### src/rtl/memory_access_unit.sv
// MEM pipeline stage: branch resolution, ALU pass-through and byte-lane load/store
// over a req/ack data-memory port with an ack timeout and sticky error flag.
module memory_access_unit #(
   parameter int NB_ADDR        = 5,
   parameter int NB_DATA        = 2**NB_ADDR,
   parameter int NB_WIDTH_SEL   = 2,
   parameter int NB_TIMEOUT     = 4,
   parameter int TIMEOUT_CYCLES = 15
) (
   input  logic                    i_clock,
   input  logic                    i_reset_n,
   input  logic                    i_valid,
   input  logic [NB_DATA-1:0]      i_alu_result,
   input  logic                    i_alu_zero,
   input  logic [NB_DATA-1:0]      i_branch_addr,
   input  logic [NB_DATA-1:0]      i_rt_data,
   input  logic                    i_branch,
   input  logic                    i_mem_read,
   input  logic                    i_mem_write,
   input  logic [NB_WIDTH_SEL-1:0] i_mem_width,
   input  logic                    i_load_signed,
   input  logic                    i_dmem_ack,
   input  logic [NB_DATA-1:0]      i_dmem_rdata,
   output logic                    o_dmem_req,
   output logic                    o_dmem_we,
   output logic [NB_DATA-1:0]      o_dmem_addr,
   output logic [NB_DATA-1:0]      o_dmem_wdata,
   output logic [3:0]              o_dmem_be,
   output logic                    o_stall,
   output logic                    o_pc_src,
   output logic [NB_DATA-1:0]      o_branch_target,
   output logic [NB_DATA-1:0]      o_wb_data,
   output logic                    o_wb_valid,
   output logic                    o_misaligned,
   output logic                    o_mem_error
);

   localparam logic [0:0] ST_IDLE = 1'b0;
   localparam logic [0:0] ST_WAIT = 1'b1;

   localparam logic [NB_WIDTH_SEL-1:0] W_BYTE = NB_WIDTH_SEL'(0);
   localparam logic [NB_WIDTH_SEL-1:0] W_HALF = NB_WIDTH_SEL'(1);
   localparam logic [NB_WIDTH_SEL-1:0] W_WORD = NB_WIDTH_SEL'(2);

   localparam logic [NB_TIMEOUT-1:0] CNT_LAST = NB_TIMEOUT'(TIMEOUT_CYCLES - 1);

   logic [0:0]              state_q, state_d;
   logic [NB_TIMEOUT-1:0]   cnt_q, cnt_d;
   logic                    req_q, req_d;
   logic                    we_q, we_d;
   logic [NB_DATA-1:0]      addr_q, addr_d;
   logic [NB_DATA-1:0]      wdata_q, wdata_d;
   logic [3:0]              be_q, be_d;
   logic                    pc_src_q, pc_src_d;
   logic [NB_DATA-1:0]      target_q, target_d;
   logic [NB_DATA-1:0]      wb_data_q, wb_data_d;
   logic                    wb_valid_q, wb_valid_d;
   logic                    misaligned_q, misaligned_d;
   logic                    mem_error_q, mem_error_d;
   logic                    ld_load_q, ld_load_d;
   logic                    ld_signed_q, ld_signed_d;
   logic [NB_WIDTH_SEL-1:0] ld_width_q, ld_width_d;
   logic [1:0]              ld_lane_q, ld_lane_d;

   logic [1:0]         lane_k;
   logic               is_mem_op;
   logic               aligned;
   logic               accept;
   logic               timeout_now;
   logic [3:0]         store_be;
   logic [7:0]         lane_byte [4];
   logic [NB_DATA-1:0] store_wdata;
   logic [NB_DATA-1:0] load_shifted;
   logic [NB_DATA-1:0] load_data;

   assign lane_k    = i_alu_result[1:0];
   assign is_mem_op = i_valid & ~i_branch & (i_mem_read | i_mem_write);

   always_comb begin
      case (i_mem_width)
         W_BYTE:  aligned = 1'b1;
         W_HALF:  aligned = ~lane_k[0];
         W_WORD:  aligned = (lane_k == 2'b00);
         default: aligned = 1'b0;
      endcase
   end

   assign accept      = (state_q == ST_IDLE) & is_mem_op & aligned;
   assign timeout_now = (state_q == ST_WAIT) & ~i_dmem_ack & (cnt_q == CNT_LAST);

   // The abort cycle releases the stall just like an ack cycle, so the dropped op retires.
   assign o_stall = i_reset_n &
                    (accept | ((state_q == ST_WAIT) & ~i_dmem_ack & ~timeout_now));

   always_comb begin
      case (i_mem_width)
         W_BYTE:  store_be = 4'b0001 << lane_k;
         W_HALF:  store_be = 4'b0011 << lane_k;
         default: store_be = 4'b1111;
      endcase
   end

   for (genvar gi = 0; gi < 4; gi++) begin : g_lane
      assign lane_byte[gi] = (i_mem_width == W_BYTE) ? i_rt_data[7:0] :
                             (i_mem_width == W_HALF) ? i_rt_data[8*(gi%2) +: 8] :
                                                       i_rt_data[8*gi +: 8];
   end
   assign store_wdata = {lane_byte[3], lane_byte[2], lane_byte[1], lane_byte[0]};

   // Load extraction uses attributes latched at issue, not the live inputs.
   assign load_shifted = i_dmem_rdata >> {ld_lane_q, 3'b000};

   always_comb begin
      case (ld_width_q)
         W_BYTE:  load_data = {{(NB_DATA-8){ld_signed_q & load_shifted[7]}}, load_shifted[7:0]};
         W_HALF:  load_data = {{(NB_DATA-16){ld_signed_q & load_shifted[15]}}, load_shifted[15:0]};
         default: load_data = load_shifted;
      endcase
   end

   always_comb begin
      state_d      = state_q;
      cnt_d        = cnt_q;
      req_d        = req_q;
      we_d         = we_q;
      addr_d       = addr_q;
      wdata_d      = wdata_q;
      be_d         = be_q;
      pc_src_d     = 1'b0;
      target_d     = target_q;
      wb_data_d    = wb_data_q;
      wb_valid_d   = 1'b0;
      misaligned_d = 1'b0;
      mem_error_d  = mem_error_q;
      ld_load_d    = ld_load_q;
      ld_signed_d  = ld_signed_q;
      ld_width_d   = ld_width_q;
      ld_lane_d    = ld_lane_q;

      case (state_q)
         ST_IDLE: begin
            if (i_valid) begin
               if (i_branch) begin
                  if (i_alu_zero) begin
                     pc_src_d = 1'b1;
                     target_d = i_branch_addr;
                  end
               end else if (i_mem_read | i_mem_write) begin
                  if (aligned) begin
                     state_d     = ST_WAIT;
                     cnt_d       = '0;
                     req_d       = 1'b1;
                     we_d        = i_mem_write;
                     addr_d      = {i_alu_result[NB_DATA-1:2], 2'b00};
                     wdata_d     = store_wdata;
                     be_d        = store_be;
                     ld_load_d   = ~i_mem_write;
                     ld_signed_d = i_load_signed;
                     ld_width_d  = i_mem_width;
                     ld_lane_d   = lane_k;
                  end else begin
                     misaligned_d = 1'b1;
                  end
               end else begin
                  wb_data_d  = i_alu_result;
                  wb_valid_d = 1'b1;
               end
            end
         end
         default: begin
            if (i_dmem_ack) begin
               state_d = ST_IDLE;
               req_d   = 1'b0;
               we_d    = 1'b0;
               be_d    = 4'b0000;
               if (ld_load_q) begin
                  wb_data_d  = load_data;
                  wb_valid_d = 1'b1;
               end
            end else if (timeout_now) begin
               state_d     = ST_IDLE;
               cnt_d       = cnt_q + 1'b1;
               req_d       = 1'b0;
               we_d        = 1'b0;
               be_d        = 4'b0000;
               mem_error_d = 1'b1;
            end else begin
               cnt_d = cnt_q + 1'b1;
            end
         end
      endcase
   end

   always_ff @(posedge i_clock or negedge i_reset_n) begin
      if (!i_reset_n) begin
         state_q      <= ST_IDLE;
         cnt_q        <= '0;
         req_q        <= 1'b0;
         we_q         <= 1'b0;
         addr_q       <= '0;
         wdata_q      <= '0;
         be_q         <= 4'b0000;
         pc_src_q     <= 1'b0;
         target_q     <= '0;
         wb_data_q    <= '0;
         wb_valid_q   <= 1'b0;
         misaligned_q <= 1'b0;
         mem_error_q  <= 1'b0;
         ld_load_q    <= 1'b0;
         ld_signed_q  <= 1'b0;
         ld_width_q   <= '0;
         ld_lane_q    <= 2'b00;
      end else begin
         state_q      <= state_d;
         cnt_q        <= cnt_d;
         req_q        <= req_d;
         we_q         <= we_d;
         addr_q       <= addr_d;
         wdata_q      <= wdata_d;
         be_q         <= be_d;
         pc_src_q     <= pc_src_d;
         target_q     <= target_d;
         wb_data_q    <= wb_data_d;
         wb_valid_q   <= wb_valid_d;
         misaligned_q <= misaligned_d;
         mem_error_q  <= mem_error_d;
         ld_load_q    <= ld_load_d;
         ld_signed_q  <= ld_signed_d;
         ld_width_q   <= ld_width_d;
         ld_lane_q    <= ld_lane_d;
      end
   end

   assign o_dmem_req      = req_q;
   assign o_dmem_we       = we_q;
   assign o_dmem_addr     = addr_q;
   assign o_dmem_wdata    = wdata_q;
   assign o_dmem_be       = be_q;
   assign o_pc_src        = pc_src_q;
   assign o_branch_target = target_q;
   assign o_wb_data       = wb_data_q;
   assign o_wb_valid      = wb_valid_q;
   assign o_misaligned    = misaligned_q;
   assign o_mem_error     = mem_error_q;

endmodule

### config.mk
export PLATFORM = sky130hd
export DESIGN_NAME = memory_access_unit
export DESIGN_NICKNAME = d
export VERILOG_FILES = /design/src/rtl/memory_access_unit.sv
export SDC_FILE = /design/constraint.sdc
export NUM_CORES = 1
export LEC_CHECK = 0
export ABC_AREA = 1
export ABC_CLOCK_PERIOD_IN_PS = 2700
export CAP_MARGIN = 20
export CORE_ASPECT_RATIO = 1.5
export CORE_UTILIZATION = 35
export CTS_CLUSTER_DIAMETER = 60
export DETAILED_ROUTE_END_ITERATION = 6
export GPL_TIMING_DRIVEN = 0
export PLACE_DENSITY = 0.74
export SLEW_MARGIN = 20
export SYNTH_ARGS = -nofsm -noshare
export SYNTH_HDL_FRONTEND = slang
export SYNTH_SLANG_ARGS = --single-unit
### constraint.sdc
create_clock -name i_clock -period 2.7 [get_ports i_clock]
set_input_delay 0.81 -clock i_clock [delete_from_list [all_inputs] [get_ports i_clock]]
set_output_delay 0.81 -clock i_clock [all_outputs]
set_load 0.02 [all_outputs]
======== After elaboration in Yosys (flattened, before gate mapping) ========
Index checks and enable logic that the tools add are counted.
word-level totals
  input bits .............................. 139
  word-level logic and storage cells ...... 122
  memories kept ........................... 0
  output and inout port bits .............. 139
  bits in latches ......................... 0
  register bits after elaboration ......... 147
  bits in read-only memories .............. 0
  RAM bits ................................ 0
operators by class
  magnitude comparators ................... 0
  div/mod/pow operators ................... 0
  $mul .................................... 0
  shift-type cells ........................ 3
  equal/unequal tests ..................... 10
  multiplexer cells ....................... 61
  reduce and logical (&&, ||, !) cells .... 12
  $add $sub $neg .......................... 1
  bitwise operators ....................... 18
operator list
  cell                   count
  $mux W32               6
  $pmux W32 S2           1
  $mux W4                13
  $mux W8                5
  $mux W1                34
  $shr A32 B5 Y32        1
  $reduce_and A5 Y1      4
  $and A1 B1 Y1          10
  $pmux W4 S2            1
  $logic_not A2 Y1       3
  $ne A2 B2 Y1 const B   3
  $not A1 Y1             6
  $reduce_bool A2 Y1     3
  $add A4 B1 Y4 const B  1
  $eq A2 B1 Y1 const B   2
  $eq A4 B4 Y1 const B   1
  $ne A2 B1 Y1 const B   2
  $reduce_and A4 Y1      1
  $shl A1 B2 Y4 const A  1
  $shl A2 B2 Y4 const A  1
  $ne A3 B2 Y1 const B   1
  $pmux W1 S3            1
  $reduce_and A3 Y1      1
  $eq A2 B2 Y1 const B   1
  $or A1 B1 Y1           2

======== Longest topological paths before layout ========
  word-level depth ........................ 7
  gate-level depth with buffers ........... 10
  depth with buffers taken out ............ 9

======== Worst setup path before layout ========
OpenSTA, ideal clock, no wires.
  path kind ............................... input -> output
  start ................................... input i_mem_width[0]
  end ..................................... output o_stall
  buffers on the path ..................... 3
  stages .................................. 8
  path slack .............................. 0.023 ns
  data required time ...................... 1.890 ns
  data arrival time ....................... 1.867 ns
  cells stage by stage .................... buf_4 nand2_1 nand2_1 nand2_2 nand3_4 buf_6 buf_6 a21boi_1
on the way
  longest elaborated chain between the ends .. 5
  elaborated cells on any way between the ends .. 7
  classes of those cells .................. eq/ne (2); mux (1); bitwise (3); reduce/logical (1)
ends and longest elaborated chain
  item                                        RTL line  RTL
  start, declared                             20        input logic [NB_WIDTH_SEL-1:0] i_mem_width,
  $eq A2 B2 Y1, or another cell as far along  80        case (i_mem_width)
  $pmux W1 S3 *                               80
  $and A1 B1 Y1 *                             88        assign accept = (state_q == ST_IDLE) & is_mem_op & aligned;
  $or A1 B1 Y1 *                              93        (accept | ((state_q == ST_WAIT) & ~i_dmem_ack & ~timeout_now));
  $and A1 B1 Y1 *                             92        assign o_stall = i_reset_n &
  end, declared                               29        output logic o_stall,
Mark *: on every way between the ends. The rest lies on a longest branch, timed or not.

======== Worst setup path in the final report ========
  start ................................... input i_alu_result[0]
  end ..................................... output o_stall
on the way
  longest elaborated chain between the ends .. 5
  elaborated cells on any way between the ends .. 6
  classes of those cells .................. mux (1); bitwise (4); reduce/logical (1)
ends and longest elaborated chain
  item                                                   RTL line  RTL
  start, declared                                        13        input logic [NB_DATA-1:0] i_alu_result,
  $logic_not A2 Y1 / $not A1 Y1 (equally long branches)  83, 82
  $pmux W1 S3 *                                          80
  $and A1 B1 Y1 *                                        88
  $or A1 B1 Y1 *                                         93
  $and A1 B1 Y1 *                                        92
Marks and branches as above.

==> flow_metrics.env <==
export IMPL_status="finished clean"
export IMPL_cp_data_arrival_time_ps=1820
export IMPL_overflow=0
export IMPL_route_detailed_drc=0
export IMPL_dp_cells=1434
export IMPL_path_clk_slew_ps=60
export IMPL_syn_to_final_growth_pct=54.4
export IMPL_seqCellArea_um2=3680
export IMPL_tightest_slew_ps=681
export IMPL_hold_violations=0
export IMPL_initial_core_util=0.356
export IMPL_die_w_um=118
export IMPL_slew_headroom=0.544
export IMPL_antenna_found_initial=2
export IMPL_avgSynthCellArea_um2=7.86
export IMPL_irDropWorstVdd_v=0.000393
export IMPL_synthTopCellsByCount="nand2_1 (418), dfrtp_1 (147), nand3_1 (67)"
export IMPL_ys_ff_latch=147
export IMPL_drtIter0Drc=364
export IMPL_slew_viol_final=0
export IMPL_grt_pass1_wl_mm=38.1
export IMPL_endpoint="o_stall"
export IMPL_clock_root_buffer="clkbuf_16"
export IMPL_clock_latency_ps=420
export IMPL_fmaxAchievable_ghz=0.380
export IMPL_post_route_period_util=0.975
export IMPL_synth_area_leaders="dfrtp_1 (52%), nand2_1 (22%), nand3_1 (4.8%)"
export IMPL_synth_largest_area_cell="dfrtp_1"
export IMPL_num_vias=7044
export IMPL_yosysWarningCount=0
export IMPL_p_leak_nw=5.24
export IMPL_dpl_hpwl_mm=18.7
export IMPL_fin_cells=1474
export IMPL_holdBufCountCts=0
export IMPL_pwr_density_cell_nw_per_um2=800
export IMPL_ant_nets=0
export IMPL_num_rows=63
export IMPL_die_height_um=176
export IMPL_yosysMostFrequentCell="nand2_1"
export IMPL_min_period_ps=2630
export IMPL_fillers=1828
export IMPL_cts_buffers=17
export IMPL_drive_above_1_share=0.0965
export IMPL_coreArea_um2=19800
export IMPL_r2r_slack_ps=1000
export IMPL_gp_congestion=0.927
export IMPL_dpl_cell_area_um2=10200
export IMPL_port_buffers=275
export IMPL_hp_class="primary input to asynchronous set/reset pin"
export IMPL_syn_cell_area_um2=7050
export IMPL_rr_startpoint="state_q$_DFF_PN0_"
export IMPL_setup_viol=0
export IMPL_vias_per_cell=4.78
export IMPL_worstSetupPathType="primary input to primary output"
export IMPL_critPathRequiredTime_ps=1890
export IMPL_multi_input_area_um2=2880
export IMPL_ios=278
export IMPL_firstDrtPassIters=5
export IMPL_ys_seq_area_frac=0.522
export IMPL_timing_rr_end="o_dmem_addr[4]$_DFFE_PN0P_"
export IMPL_start_kind="primary input"
export IMPL_die_area_um2=20700
export IMPL_cts_tree="done"
export IMPL_cts_path_max_buffers=2
export IMPL_end_kind="primary output"
export IMPL_netlist_instances=897
export IMPL_async_flop_share=1.00
export IMPL_drt_wl_total_mm=24.4
export IMPL_grt_pass1_vias=7031
export IMPL_wl_per_cell_um=16.5
export IMPL_rsz0062_at_grt="false"
export IMPL_nets=1341
export IMPL_synth_edf_count=0
export IMPL_crit_start="i_alu_result[0]"
export IMPL_synth_cell_types=32
export IMPL_fin_area_um2=10900
export IMPL_max_cap_violations=0
export IMPL_cts_max_level=4
export IMPL_synth_top_area_share=0.522
export IMPL_clkSinkCount=147
export IMPL_cp_max_fo=5
export IMPL_synth_top_flop_cell="dfrtp_1"
export IMPL_track_usage=0.239
export IMPL_r2r_cells=10
export IMPL_skew_ps=13.0
export IMPL_grt_max_degree=85
[layout make-up]
cell class                      instances  area share
Antenna cell                            2    0.000460
Buffer                                 51      0.0304
Clock buffer                           20      0.0411
Clock inverter                         11      0.0162
Inverter                               53      0.0185
Multi-Input combinational cell        646       0.264
Sequential cell                       147       0.338
Tap cell                              260      0.0299
Timing Repair Buffer                  284       0.261
[report_power, final]
part / internal, mW / total (mW) / switching [mW]
Sequential: 2.73 / 3.06 / 0.327
Clock: 1.57 / 2.54 / 0.966
Combinational: 1.44 / 3.11 / 1.67
[routing by layer]
| layer | track usage | wire length [um] | share of wire |
|---|---|---|---|
| met2 | 0.429 | 12800 | 0.53 |
| met1 | 0.265 | 9340 | 0.38 |
| met3 | 0.0471 | 1240 | 0.051 |
| met5 | 0 | 0 | 0 |
| met4 | 0.128 | 1000 | 0.041 |
[sequential cells by signal (all words and copies together), names as in the netlist]
name / flops
o_dmem_addr: 30
cnt_q: 4
o_branch_target: 32
o_mem_error: 1
o_wb_data: 32
o_dmem_we: 1
o_wb_valid: 1
o_dmem_wdata: 32
state_q: 1
ld_signed_q: 1
o_misaligned: 1
o_dmem_req: 1
ld_width_q: 2
o_dmem_be: 4
o_pc_src: 1
ld_load_q: 1
ld_lane_q: 2
[worst max-delay path: stages]
cell and delay [ps]:
clkdlybuf4s15_2 240, nor2_2 120, nand2_1 90, nand2_4 90
nand3_4 80, buf_12 130, a21boi_2 120, buf_6 130
[cell families after synthesis]
logic type,count (synthesis),synth area share
simple gates,510,0.288
flops,147,0.522
compound gates,130,0.108
buf+inv,105,0.0753
xor+xnor,2,0.00249
fa+ha+maj,2,0.00355
other cells,1,0.000532
[metrics by stage]
stage / total power, mW / hold WS (ps) / setup TNS [ps] / setup slack [ps] / utilization
final: 8.70 / 325 / 0 / 67.6 / 0.550
after global routing: 9.12 / 354 / 0 / 3.45 / 0.550
after CTS: 8.75 / 342 / 0 / 1.40 / 0.549
after detailed placement: 6.18 / 459 / -1200 / -1200 / 0.514
after global placement: 6.14 / 455 / -784540 / -5550 / 0.512
after floorplan: 4.55 / 459 / 0 / 22.7 / -
[worst min path at each step]
stage,start,end,slack [ps],cells after the start
after floorplan,ld_width_q[0]$_DFFE_PN0P_,ld_width_q[0]$_DFFE_PN0P_,460,2
after global placement,o_dmem_be[2]$_DFFE_PN0P_,o_dmem_be[2]$_DFFE_PN0P_,460,2
after detailed placement,o_dmem_req$_DFFE_PN0P_,o_dmem_req$_DFFE_PN0P_,460,2
after CTS,i_reset_n,o_branch_target[23]$_DFFE_PN0P_,340,1
after global routing,i_reset_n,o_pc_src$_DFF_PN0_,350,1
final,i_reset_n,o_branch_target[23]$_DFFE_PN0P_,320,1
[cells in the final DEF (no fill, tap or decap), drive strengths merged, types with 5 or more instances in the layout]
cell | Yosys | layout
buf | 43 | 54
dfrtp | 147 | 147
nand2 | 419 | 419
inv | 53 | 55
nor2 | 19 | 19
o21a | 9 | 9
o21ai | 58 | 58
clkbuf | 9 | 29
nand3 | 70 | 70
a21oi | 43 | 43
dlygate4sd2 | 0 | 5
o211ai | 15 | 15
clkdlybuf4s50 | 0 | 264
[repair_timing]
item	CTS	global route
setup buffers	7	1
pin swaps	5	4
gates resized for setup	33	3
setup endpoints to repair	1	1
Note: power is estimated with default switching activity, not from simulation.
